==> config.mk <==
export PLATFORM = sky130hd
export DESIGN_NAME = mux_rr_arbiter
export DESIGN_NICKNAME = d
export VERILOG_FILES = /design/src/rtl/mux_rr_arbiter.sv
export SDC_FILE = /design/constraint.sdc
export NUM_CORES = 1
export LEC_CHECK = 0
export CAP_MARGIN = 20
export CORE_MARGIN = 8
export CORE_UTILIZATION = 39
export CTS_BUF_LIST = sky130_fd_sc_hd__clkbuf_8
export CTS_CLUSTER_DIAMETER = 120
export DETAILED_ROUTE_END_ITERATION = 12
export PLACE_DENSITY = 0.83
export SETUP_SLACK_MARGIN = 0.2
export SYNTH_ARGS = -nofsm -noshare
export SYNTH_HDL_FRONTEND = slang
export SYNTH_SLANG_ARGS = --single-unit
==> constraint.sdc <==
create_clock -name clk -period 2.25 [get_ports clk]
set_input_delay 0.225 -clock clk [delete_from_list [all_inputs] [get_ports clk]]
set_output_delay 0.225 -clock clk [all_outputs]
set_load 0.01 [all_outputs]
==> src/rtl/mux_rr_arbiter.sv <==
// mux_rr_arbiter
//   Four-requester round-robin arbiter feeding a 4:1 data mux. A requester
//   holds the grant for up to BURST_LEN transfers, or until it drops its
//   valid. Every release costs one IDLE cycle before the next arbitration.
//   The released requester becomes lowest priority for the next pick.
//
// Parameters
//   DATA_W     width of each requester data word
//   BURST_LEN  max transfers per grant, legal range 1..16
//
// Ports
//   clk        clock, all state changes on the rising edge
//   rst        synchronous active-high reset
//   in_valid   per-requester valid, bit i = requester i
//   in_data    requester data, requester i at [i*DATA_W +: DATA_W]
//   in_ready   per-requester ready, at most one bit set
//   out_valid  valid of the selected requester
//   out_data   data of the selected requester
//   out_ready  downstream ready
//   sel        registered 4:1 select code
//   grant      registered one-hot grant, zero when idle
//   grant_cnt  per-requester 16-bit grant counters, requester i at
//              [i*16 +: 16]; present only when MUX_ARB_GRANT_CNT_EN is defined
//
// Build option
//   MUX_ARB_GRANT_CNT_EN  adds grant_cnt and its counters

module mux_rr_arbiter #(
    parameter int DATA_W    = 8,
    parameter int BURST_LEN = 4
) (
    input  logic                clk,
    input  logic                rst,
    input  logic [3:0]          in_valid,
    input  logic [4*DATA_W-1:0] in_data,
    output logic [3:0]          in_ready,
    output logic                out_valid,
    output logic [DATA_W-1:0]   out_data,
    input  logic                out_ready,
    output logic [1:0]          sel,
    output logic [3:0]          grant
`ifdef MUX_ARB_GRANT_CNT_EN
    ,
    output logic [4*16-1:0]     grant_cnt
`endif
);

    typedef enum logic {
        IDLE  = 1'b0,
        GRANT = 1'b1
    } state_t;

    localparam logic [3:0] LAST_BEAT = 4'(BURST_LEN - 1);

    state_t      state, state_nxt;
    logic [1:0]  ptr, ptr_nxt;
    logic [1:0]  sel_nxt;
    logic [3:0]  grant_nxt;
    logic [3:0]  beat, beat_nxt;
    logic [1:0]  pick;
    logic        xfer;
    logic [DATA_W-1:0] data_arr [4];

    always_comb begin
        for (int unsigned i = 0; i < 4; i++) begin
            data_arr[i] = in_data[i*DATA_W +: DATA_W];
        end
    end

    // Scan from ptr upward, wrapping mod 4; first valid requester wins.
    always_comb begin
        logic       found;
        logic [1:0] idx;
        pick  = ptr;
        found = 1'b0;
        idx   = ptr;
        for (int unsigned k = 0; k < 4; k++) begin
            idx = ptr + 2'(k);
            if (!found && in_valid[idx]) begin
                pick  = idx;
                found = 1'b1;
            end
        end
    end

    always_comb begin
        state_nxt = state;
        ptr_nxt   = ptr;
        sel_nxt   = sel;
        grant_nxt = grant;
        beat_nxt  = beat;
        in_ready  = '0;
        out_valid = 1'b0;
        out_data  = data_arr[sel];
        xfer      = 1'b0;

        case (state)
            IDLE: begin
                if (|in_valid) begin
                    state_nxt = GRANT;
                    sel_nxt   = pick;
                    grant_nxt = 4'b0001 << pick;
                    beat_nxt  = '0;
                end
            end
            GRANT: begin
                out_valid     = in_valid[sel];
                in_ready[sel] = out_ready;
                xfer          = out_valid && out_ready;
                // Release on the last beat or as soon as the owner drops valid;
                // sel is kept so out_data keeps showing the last owner in IDLE.
                if (!in_valid[sel] || (xfer && beat == LAST_BEAT)) begin
                    state_nxt = IDLE;
                    grant_nxt = '0;
                    ptr_nxt   = sel + 2'd1;
                end else if (xfer) begin
                    beat_nxt = beat + 4'd1;
                end
            end
            default: begin
                state_nxt = IDLE;
                grant_nxt = '0;
            end
        endcase
    end

    always_ff @(posedge clk) begin
        if (rst) begin
            state <= IDLE;
            ptr   <= '0;
            sel   <= '0;
            grant <= '0;
            beat  <= '0;
        end else begin
            state <= state_nxt;
            ptr   <= ptr_nxt;
            sel   <= sel_nxt;
            grant <= grant_nxt;
            beat  <= beat_nxt;
        end
    end

`ifdef MUX_ARB_GRANT_CNT_EN
    logic [15:0] cnt [4];

    always_ff @(posedge clk) begin
        if (rst) begin
            for (int unsigned i = 0; i < 4; i++) begin
                cnt[i] <= '0;
            end
        end else if (state == IDLE && |in_valid) begin
            cnt[pick] <= cnt[pick] + 16'd1;
        end
    end

    always_comb begin
        for (int unsigned i = 0; i < 4; i++) begin
            grant_cnt[i*16 +: 16] = cnt[i];
        end
    end
`endif

endmodule

==> results.md <==
* Die X at around 66 um
* Worst setup skew after layout at 0.002222 ns
* Number of synthesis warnings at 0
* Setup WS pre-CTS at ~0.12 ns
* Initial antenna violation count at 0
* Slew at the pin closest to its max-slew limit at slightly above 0.5 ns
* Slew headroom at 0.6553
* Synthesized cell area at slightly below 1000 sq um
* Final Net Count at 209
* RSZ-0062 raised after global routing: false
* Worst min path class: reg2reg
* Inserted Diodes at 0
* Power density relative to cell area at 447.1 nW/um^2
* Routed via count divided by cell count at 5.418
* DRC violation count after routing at 0
* Setup slack of the worst register-to-register path at about 0.38 ns
* CTS tree: done
* Cell types occupying the most area after synthesis: sky130_fd_sc_hd__dfxtp_1, sky130_fd_sc_hd__mux4_2, sky130_fd_sc_hd__ha_1, sky130_fd_sc_hd__a21oi_1, sky130_fd_sc_hd__nand3_1
* Routability Congestion at about 0.86
* Most common library cell in the layout ignoring fill and taps: sky130_fd_sc_hd__clkdlybuf4s50_1
* Count of buffers from port buffering at 57
* Worst endpoint required time at 2.03 ns
* Mean instance size in the synthesized netlist at 9.642 sq um
* DIE HEIGHT at 66.22 um
* HPWL Detailed at 2770 um
* Most area-hungry cell type in the Yosys netlist: sky130_fd_sc_hd__dfxtp_1
* Total GRT Usage at 0.1490
* Number of ports placed on the die boundary at 58
* Worst hold margin at around 0.47 ns
* Layout filler cell count at roughly 200
* Clock Root Buffer: sky130_fd_sc_hd__clkbuf_8
* Post-route core utilization at 0.6847
* Critical path arrival at 1.77 ns
* Period utilization at 0.8845
* Layout area overhead at 69.34%
* Peak clock frequency supported by timing at roughly 0.5 GHz
* Min setup slack post-route at 0.2598 ns
* Top fanout value on the critical path at 12
* Run status: finished, final reports clean
* Buffers and inverters on the worst path at 2
* ANT nets after route at 0
* Number of storage elements in the synthesis netlist at 13
* Fraction of the yosys area taken by sequential cells at 0.2646
* Total vias in the final route at 1051
* Final setup violation count at 0
* Commonest non-fill, non-tap cells in the layout: sky130_fd_sc_hd__clkdlybuf4s50_1, sky130_fd_sc_hd__dfxtp_1, sky130_fd_sc_hd__a21oi_1
* Leakage dissipation at 0.6638 nW
* Critical Path Start Type: flop
* Grt peak-use layer: met2
* Flip-flop cell with the highest count after synthesis: sky130_fd_sc_hd__dfxtp_1
* CP max stage delay at 0.49 ns
* Distinct cells, synth at 36
* Tmin final at 1.990 ns
* Cells traversed along the worst timing path: buf_12 -> mux4_2 -> clkdlybuf4s50_1
* First-pass GRT wire length at 5092 um
* GR met3 Demand/Resource at 0.04576
* Initial Utilization at 0.4043
* Crit. End Element: primary output
* Clock latency at the later pin of the worst-skew pair at 0.25 ns
* Cell family contributing the most delay on the critical path: buffers and inverters
* Post-Layout Cell Count at 194
* Aggregate routed wire length at 3450 um
* Number of detailed-routing iterations run before antenna repair at 4
* Largest net degree at the start of global routing at 14
* Via count of the first global-routing pass at roughly 1000
* Share of the synthesized area in the top cell type at 0.2646
* Grt met1 use at 0.1828
* Floorplan row count at 18
* Proportion of synthesized flip-flops having asynchronous set or reset at 0
* Number of buffers created by CTS at 3
* CTS clock-pin slew for the worst setup and hold paths at 0.05 ns
* Number of hold violations in the final report at 0
* Mapped Nets at 146
* Largest buffer count on any clock path at 2
* Total Die Area at 4384 sq um
* MaxCap Viol Count at 0
* Maximum ir drop on the vdd rail at 477.8 uV
* Number of synthesized flops with an enable pin at 0
* Proportion of layout cells with a drive suffix above 1 at 0.1585
* Library cell contributing the largest single delay on the critical path: sky130_fd_sc_hd__mux4_2
* Aggregate global routing overflow at 0
* Average wire per cell in the routed design at 17.78 um
* Number of H-tree branching levels at 1
* M2 GR Usage at 0.2304
* Violation count after the first detailed-routing iteration at 42
* Sum of negative setup slack at 0 ns
* Number of placed instances, taps included at 189
* Sink count of the clock tree at 13
* Category of the most critical setup path: reg2out
* Syn Inst Count at a little over 100
* Max-slew violations at 0
* Placeable core region at 2432 sq um
layer usage:
layer	vias up	wire length, um
met4	0	63
met5	-	0
met1	477	1511
li1	509	-
met3	5	381
met2	60	1493
synthesized netlist by cell type, types with 2 or more instances:
library cell               number
sky130_fd_sc_hd__a21o_1         2
sky130_fd_sc_hd__a21oi_1       11
sky130_fd_sc_hd__and2_1         2
sky130_fd_sc_hd__and3_1         4
sky130_fd_sc_hd__clkbuf_1       3
sky130_fd_sc_hd__dfxtp_1       13
sky130_fd_sc_hd__ha_1           5
sky130_fd_sc_hd__inv_1          5
sky130_fd_sc_hd__mux4_2         9
sky130_fd_sc_hd__nand2_1        7
sky130_fd_sc_hd__nand2b_1       3
sky130_fd_sc_hd__nand3_1        6
sky130_fd_sc_hd__nand3b_1       3
sky130_fd_sc_hd__nor2_1         5
sky130_fd_sc_hd__nor3_1         2
sky130_fd_sc_hd__o21ai_0        2
where the power goes:
group,internal (W),total (W),leakage (nW),switching [W]
Sequential,0.000243,0.000260,0.107,0.0000165
Clock,0.000120,0.000202,0.0269,0.0000820
Combinational,0.000174,0.000282,0.530,0.000108
Total,0.000538,0.000745,0.664,0.000207
final timing paths:
| path | start | endpoint | cells past startpoint |
|---|---|---|---|
| setup / recovery | sel[0]$_SDFFE_PP0P_ | out_data[5] | 3 |
| hold / removal | grant[2]$_SDFFE_PP0P_ | grant[2]$_SDFFE_PP0P_ | 2 |
| setup reg to reg | beat[0]$_SDFFE_PP0P_ | ptr[1]$_SDFFE_PP0P_ | 5 |
| hold reg to reg | grant[2]$_SDFFE_PP0P_ | grant[2]$_SDFFE_PP0P_ | 2 |
cell families (layout without fill, tap and decap cells):
| logic type | after synthesis | in the layout | share of synthesized area |
|---|---|---|---|
| simple gates | 41 | 41 | 0.2468 |
| buf+inv | 10 | 72 | 0.04707 |
| flops | 13 | 13 | 0.2646 |
| mux | 10 | 10 | 0.2163 |
| fa+ha+maj | 5 | 5 | 0.06361 |
| compound gates | 22 | 22 | 0.1527 |
| xor+xnor | 1 | 1 | 0.008907 |
tightest hold or removal path, cell delays in order (launching register included):
cell and delay (ns):
sky130_fd_sc_hd__dfxtp_1 0.31, sky130_fd_sc_hd__nand3_1 0.06, sky130_fd_sc_hd__a21oi_1 0.05
through the flow:
| step | total power (W) | cell area (sq um) |
|---|---|---|
| 6_report | 0.0007447 | 1665 |
| 5_1_grt | 0.0007801 | 1665 |
| 4_1_cts | 0.0007508 | 1655 |
| 3_5_place_dp | 0.0005480 | 1602 |
| 3_3_place_gp | 0.0005414 | 1602 |
| 2_1_floorplan | 0.0003942 | 983.4 |
sequential cells by signal, summed over array words and instances, names as in the netlist:
register  count
sel           2
beat          4
grant         4
state         1
ptr           2
layout make-up:
| cell class | instances | area [sq um] | area share |
|---|---|---|---|
| repair buffers | 63 | 623.1 | 0.3742 |
| flip-flops and latches | 13 | 264.0 | 0.1585 |
| well taps | 30 | 37.54 | 0.02254 |
| multi-input cells | 79 | 676.9 | 0.4065 |
| clock inverters | 1 | 3.754 | 0.002254 |
| clock buffers | 3 | 41.29 | 0.02479 |
| inverters | 5 | 18.77 | 0.01127 |
what timing repair did:
item / CTS / global route
hold buffers: 0 / 0
endpoints found under the setup margin: 11 / 4
setup buffers: 1 / 0
gates cloned: 0 / 0
resized for setup: 9 / 3
(Power assumes the default switching activity.)
